===== config.mk =====
export PLATFORM = sky130hd
export DESIGN_NAME = spi_regfile_peripheral
export DESIGN_NICKNAME = d
export VERILOG_FILES = /design/src/rtl/spi_regfile_peripheral.sv
export SDC_FILE = /design/constraint.sdc
export NUM_CORES = 1
export LEC_CHECK = 0
export CAP_MARGIN = 40
export CORE_AREA = 2 2 104 131
export DETAILED_ROUTE_END_ITERATION = 8
export DIE_AREA = 0 0 106 133
export GPL_TIMING_DRIVEN = 0
export PLACE_DENSITY = 0.6
export SLEW_MARGIN = 20
export SYNTH_ARGS = -nofsm -noshare
export SYNTH_HDL_FRONTEND = slang
export SYNTH_SLANG_ARGS = --single-unit

===== constraint.sdc =====
create_clock -name clk -period 4.73 [get_ports clk]
set_input_delay 0.946 -clock clk [delete_from_list [all_inputs] [get_ports clk]]
set_output_delay 0.946 -clock clk [all_outputs]
set_load 0.02 [all_outputs]

===== src/rtl/spi_regfile_peripheral.sv =====
// SPI mode-0 peripheral with a small writable/readable register file.
// Frame on copi: R/W bit (1 = write), address, data, all MSB-first.
module spi_regfile_peripheral #(
    parameter int unsigned NUM_REGS = 5,
    parameter int unsigned DATA_W   = 8,
    parameter int unsigned ADDR_W   = 7
) (
    input  logic                       clk,
    input  logic                       rst_n,
    input  logic                       ncs,
    input  logic                       sclk,
    input  logic                       copi,
    output logic                       cipo,
    output logic                       cipo_oe,
    output logic [NUM_REGS*DATA_W-1:0] regs_flat,
    output logic                       wr_strobe,
    output logic [ADDR_W-1:0]          wr_addr
);

    localparam int unsigned HDR_LEN   = 1 + ADDR_W;
    localparam int unsigned FRAME_LEN = 1 + ADDR_W + DATA_W;
    localparam int unsigned CNT_W     = $clog2(FRAME_LEN + 2);

    logic [2:0]           ncs_s;
    logic [2:0]           sclk_s;
    logic [1:0]           copi_s;
    logic [CNT_W-1:0]     cnt;
    logic [FRAME_LEN-1:0] sh;
    logic [DATA_W-1:0]    out_sh;
    logic                 rd_mode;

    logic                 ncs_fall;
    logic                 ncs_rise;
    logic                 sclk_rise;
    logic                 sclk_fall;
    logic                 active;
    logic [FRAME_LEN-1:0] sh_nx;
    logic [ADDR_W-1:0]    rd_addr;
    logic                 rd_rw;
    logic [DATA_W-1:0]    rd_val;
    logic                 wr_rw;
    logic [ADDR_W-1:0]    wr_fld_addr;
    logic [DATA_W-1:0]    wr_fld_data;
    logic                 commit_c;

    // Pin synchronisers; the extra ncs/sclk stage feeds edge detection
    always_ff @(posedge clk or negedge rst_n) begin
        if (!rst_n) begin
            ncs_s  <= '0;
            sclk_s <= '0;
            copi_s <= '0;
        end else begin
            ncs_s  <= {ncs_s[1:0], ncs};
            sclk_s <= {sclk_s[1:0], sclk};
            copi_s <= {copi_s[0], copi};
        end
    end

    assign ncs_fall  = ~ncs_s[1] &  ncs_s[2];
    assign ncs_rise  =  ncs_s[1] & ~ncs_s[2];
    assign sclk_rise =  sclk_s[1] & ~sclk_s[2];
    assign sclk_fall = ~sclk_s[1] &  sclk_s[2];
    assign active    = ~ncs_s[1];

    // Header as it will look once the incoming bit is shifted in
    assign sh_nx   = {sh[FRAME_LEN-2:0], copi_s[1]};
    assign rd_addr = sh_nx[ADDR_W-1:0];
    assign rd_rw   = sh_nx[ADDR_W];

    assign wr_rw       = sh[FRAME_LEN-1];
    assign wr_fld_addr = sh[FRAME_LEN-2 -: ADDR_W];
    assign wr_fld_data = sh[DATA_W-1:0];

    assign commit_c = ncs_rise && (cnt == CNT_W'(FRAME_LEN)) && wr_rw
                      && (32'(wr_fld_addr) < NUM_REGS);

    // Read mux; addresses beyond the register file read as zero
    always_comb begin
        rd_val = '0;
        for (int unsigned i = 0; i < NUM_REGS; i++) begin
            if (rd_addr == ADDR_W'(i)) begin
                rd_val = regs_flat[i*DATA_W +: DATA_W];
            end
        end
    end

    // Frame receive and read-data shifter
    always_ff @(posedge clk or negedge rst_n) begin
        if (!rst_n) begin
            cnt     <= '0;
            sh      <= '0;
            out_sh  <= '0;
            rd_mode <= 1'b0;
        end else if (ncs_fall) begin
            cnt     <= '0;
            sh      <= '0;
            out_sh  <= '0;
            rd_mode <= 1'b0;
        end else if (ncs_rise) begin
            out_sh  <= '0;
            rd_mode <= 1'b0;
        end else if (active) begin
            if (sclk_rise && (cnt != CNT_W'(FRAME_LEN + 1))) begin
                cnt <= cnt + CNT_W'(1);
                if (cnt < CNT_W'(FRAME_LEN)) begin
                    sh <= sh_nx;
                end
                if ((cnt == CNT_W'(ADDR_W)) && !rd_rw) begin
                    rd_mode <= 1'b1;
                    out_sh  <= rd_val;
                end
            end
            // MSB is presented at load; shift only after a data bit was clocked
            if (sclk_fall && rd_mode && (cnt > CNT_W'(HDR_LEN))
                && (cnt <= CNT_W'(FRAME_LEN))) begin
                out_sh <= out_sh << 1;
            end
        end
    end

    // Write commit on the detected ncs rising edge
    always_ff @(posedge clk or negedge rst_n) begin
        if (!rst_n) begin
            regs_flat <= '0;
            wr_addr   <= '0;
            wr_strobe <= 1'b0;
        end else begin
            wr_strobe <= commit_c;
            if (commit_c) begin
                wr_addr <= wr_fld_addr;
                for (int unsigned i = 0; i < NUM_REGS; i++) begin
                    if (wr_fld_addr == ADDR_W'(i)) begin
                        regs_flat[i*DATA_W +: DATA_W] <= wr_fld_data;
                    end
                end
            end
        end
    end

    assign cipo    = out_sh[DATA_W-1];
    assign cipo_oe = rd_mode;

endmodule


==> flow_metrics.py <==
metrics = {
    "place": {
        "post-place-cells": 516,
        "global_placer_s_final_weighted_congestion": 0.837,
        "dp_hpwl_um": 6290,
        "placement.io_buffers": 54,
        "place_worst_setup_slack_ps": 2280,
    },
    "clock_network": {
        "cts_tree": "built",
        "worst_setup_hold_path_clk_slew_ps": 70,
        "tritoncts.num_buffers": 9,
        "cts_hold_buf": 0,
        "insertion_delay_of_the_later_clocked_pin_in_the_worst_skew_pair_ps": 340,
        "cts_sinks": 86,
        "post-cts-setup-buffer-count": 0,
        "cts_buffer_depth": 2,
        "postCtsResizedCells": 0,
        "cts.root.buffer_cell": "sky130_fd_sc_hd__clkbuf_16",
        "cts_htree_levels": 3,
    },
    "timing": {
        "hold_violations": 0,
        "clock-skew-final_ps": 7.79,
        "max_freq_mhz": 417,
        "report.final.slew_viol_count": 0,
        "setup_ws_ps": 2330,
        "setup-violations-final": 0,
        "totalNegativeSetupSlack_ps": 0,
        "worst_tran_pin_value_ps": 702,
        "final.min_clock_period_ps": 2400,
        "slew-limit-headroom": 0.528,
        "setup_repair_after_global_routing_missed_its_margin": "no",
        "fin_crit_sh": 0.507,
    },
    "die": {
        "die_h_um": 133,
        "top_level_ports": 55,
        "start_util": 0.291,
        "placementRows": 47,
        "fp.dieArea_um2": 14100,
        "core-area_um2": 13000,
        "die_width_um": 106,
    },
    "detailed_routing": {
        "dr.first_iter.drc_count": 132,
        "drc": 0,
        "drtAntennaViolNets": 0,
        "drt-vias-per-instance": 4.90,
        "wl_per_cell_um": 16.7,
        "finalWirelength_um": 8890,
        "vias": 2608,
        "drt_pre_antenna_iters": 4,
    },
    "power_and_ir_drop": {
        "sequentialPowerShare": 0.461,
        "ir_worst_vdd_v": 0.000189,
        "power.density_cell_area_nw_per_um2": 339,
        "proportion_of_total_power_due_to_net_switching": 0.233,
        "combinationalPowerShare": 0.068,
        "total_switching_power_uw": 387,
        "power_leakage_nw": 2.22,
        "fin_total_pwr_mw": 1.66,
        "internal-power_mw": 1.27,
        "clkPwrFrac": 0.471,
    },
    "layout": {
        "final_layout_size_suffix_gt1_frac": 0.197,
        "area_of_combinational_cells_with_multiple_inputs_um2": 1550,
        "stdcell_count": 532,
        "final_common_cell": "sky130_fd_sc_hd__dfrtp_1",
        "layout.nets": 367,
        "fill_cells": 1235,
        "most-common-layout-cells": "sky130_fd_sc_hd__dfrtp_1 (86), sky130_fd_sc_hd__clkdlybuf4s50_1 (53), sky130_fd_sc_hd__mux2_2 (33), sky130_fd_sc_hd__a22o_1 (16), sky130_fd_sc_hd__nor2_1 (15)",
        "antenna_diode_count": 0,
        "area.growth.synth_to_final_pct": 29.2,
        "ff_latch_area_um2": 2150,
    },
    "synth": {
        "synth.top_cells.by_area": "sky130_fd_sc_hd__dfrtp_1 (57%), sky130_fd_sc_hd__mux2_2 (9.8%), sky130_fd_sc_hd__a22o_1 (3.7%), sky130_fd_sc_hd__mux2_1 (2.4%), sky130_fd_sc_hd__mux4_2 (2.4%)",
        "dominantRegCellSynth": "sky130_fd_sc_hd__dfrtp_1",
        "number_of_flip_flops_and_latches_in_the_synthesized_netlist": 86,
        "syn-num-nets": 301,
        "synthAdderAreaFrac": 0.0198,
        "yosys.area.top_type_share": 0.569,
        "combinational_family_with_the_most_area_after_synthesis": "multiplexers",
        "parity_gate_share_of_the_synthesized_area_counting_xor_and_xnor_cells": 0,
        "synth_warnings": 0,
        "synth_simple_gate_area_frac": 0.116,
        "post_synth_instance_area_um2": 3780,
        "post_synth.cell_area_avg_um2": 13.0,
        "synthDominantAreaCellType": "sky130_fd_sc_hd__dfrtp_1",
        "synth-async-reset-ratio": 1.00,
        "ys_seq_area_frac": 0.569,
        "synth-compound-area-share": 0.119,
        "post_synth_inst_count": 290,
        "yosys-mux-area-fraction": 0.154,
        "edff_count_synth": 0,
        "synth.distinct_cells": 49,
    },
    "global_route": {
        "vias_in_the_first_global_route": 2802,
        "antenna_found_initial": 0,
        "global_route.usage.total": 0.137,
        "grt_max_degree": 47,
        "gr-total-overflow": 0,
        "first_pass_grt_wire_length_um": 15000,
    },
    "critical_path": {
        "timing_worst_setup_path_type": "reg2reg",
        "maximum_fanout_along_the_worst_path": 9,
        "cp-end-kind": "register",
        "critPathMaxStageDelay_ps": 400,
        "timing.critical_path.slowest_stage_cell": "sky130_fd_sc_hd__dfrtp_1",
        "critical_path_required_ps": 4960,
        "crit_path_cell_trace": "inv_1, ha_1, and3b_1, nand4_2, nor3_4, and3_1, buf_4, mux2_1",
        "critical_path.startpoint_type": "register",
        "worst_ep_arrival_time_ps": 2620,
    },
    "outcome": {
        "status": "finished, final reports clean",
    },
    "min_path": {
        "kind_of_path_behind_the_tightest_hold_check": "reg2reg",
    },
    "flow_run": {
        "maxCapViolCount": 0,
    },
}
## power groups by stage
stage / Clock (mW) / Sequential [mW] / Combinational, mW
after CTS: 0.797 / 0.764 / 0.114
final: 0.781 / 0.764 / 0.112
after floorplan: 0 / 0.774 / 0.0722
after global placement: 0 / 0.777 / 0.108
after global routing: 0.824 / 0.767 / 0.129
after detailed placement: 0 / 0.777 / 0.113
## through the flow
stage               area [um^2]   util  hold WS [ps]
detailed placement         4550  0.350           336
CTS                        4890  0.376           351
global placement           4540  0.349           335
finish                     4890  0.376           348
floorplan                  3780      -           331
global route               4890  0.376           362
## flip-flops by register name, indices dropped and copies added, names as in the netlist
| register | count |
|---|---|
| wr_strobe | 1 |
| cnt | 5 |
| copi_s | 2 |
| sh | 16 |
| out_sh | 8 |
| wr_addr | 7 |
| ncs_s | 3 |
| sclk_s | 3 |
| regs_flat | 40 |
| cipo_oe | 1 |
## critical path: cells and delay by family (launching register included)
kind          cells  cell delay [ps]
buf+inv           2              270
mux               1              340
flops             1              400
fa+ha+maj         1              310
simple gates      4              970
## cells in the mapped netlist (all sizes together), types with 2 or more instances
| cell | n |
|---|---|
| a21o | 2 |
| a21oi | 4 |
| a221o | 4 |
| a22o | 16 |
| a22oi | 7 |
| a31oi | 3 |
| a32o | 3 |
| and2 | 4 |
| buf | 5 |
| clkbuf | 9 |
| dfrtp | 86 |
| ha | 6 |
| inv | 6 |
| mux2 | 41 |
| mux2i | 3 |
| mux4 | 4 |
| nand2 | 12 |
| nand2b | 4 |
| nand3 | 5 |
| nand3b | 5 |
| nor2 | 15 |
| nor2b | 4 |
| nor3 | 4 |
| nor4 | 2 |
| o211ai | 4 |
| o21ai | 10 |
| o31ai | 3 |
| or2 | 2 |
| or3 | 4 |
## path summary, 6_finish.rpt
| check | from | end | slack, ps | depth (start not counted) |
|---|---|---|---|---|
| worst max-delay path | ncs_s[2] | regs_flat[25] | 2330 | 8 |
| worst min-delay path | copi_s[0] | copi_s[1] | 350 | 0 |
| worst max register to register | ncs_s[2] | regs_flat[25] | 2330 | 8 |
| worst min register to register | copi_s[0] | copi_s[1] | 350 | 0 |
| max in group asynchronous | rst_n | regs_flat[14] | 3480 | 2 |
| min in group asynchronous | rst_n | sclk_s[1] | 620 | 1 |
## area by class of cell
type	instances	area share
plain buffers	14	0.0125
clock inverters	6	0.0192
clock buffers	10	0.0489
well taps	171	0.0438
multi-input cells	184	0.316
inverters	6	0.00461
repair buffers	55	0.114
flip-flops and latches	86	0.440
## metal layers
layer	part of all wire	vias to the layer above	track usage
met1	0.44	1316	0.174
met2	0.50	56	0.224
met4	0.023	0	0.0709
li1	-	1219	-
met3	0.036	17	0.0232
met5	0	-	0
## cells by family after synthesis
kind of cell	count (synthesis)
simple gates	70
fa+ha+maj	6
flops	86
mux	48
compound gates	60
buf+inv	20
No activity file was read; power rests on OpenSTA's default activity.
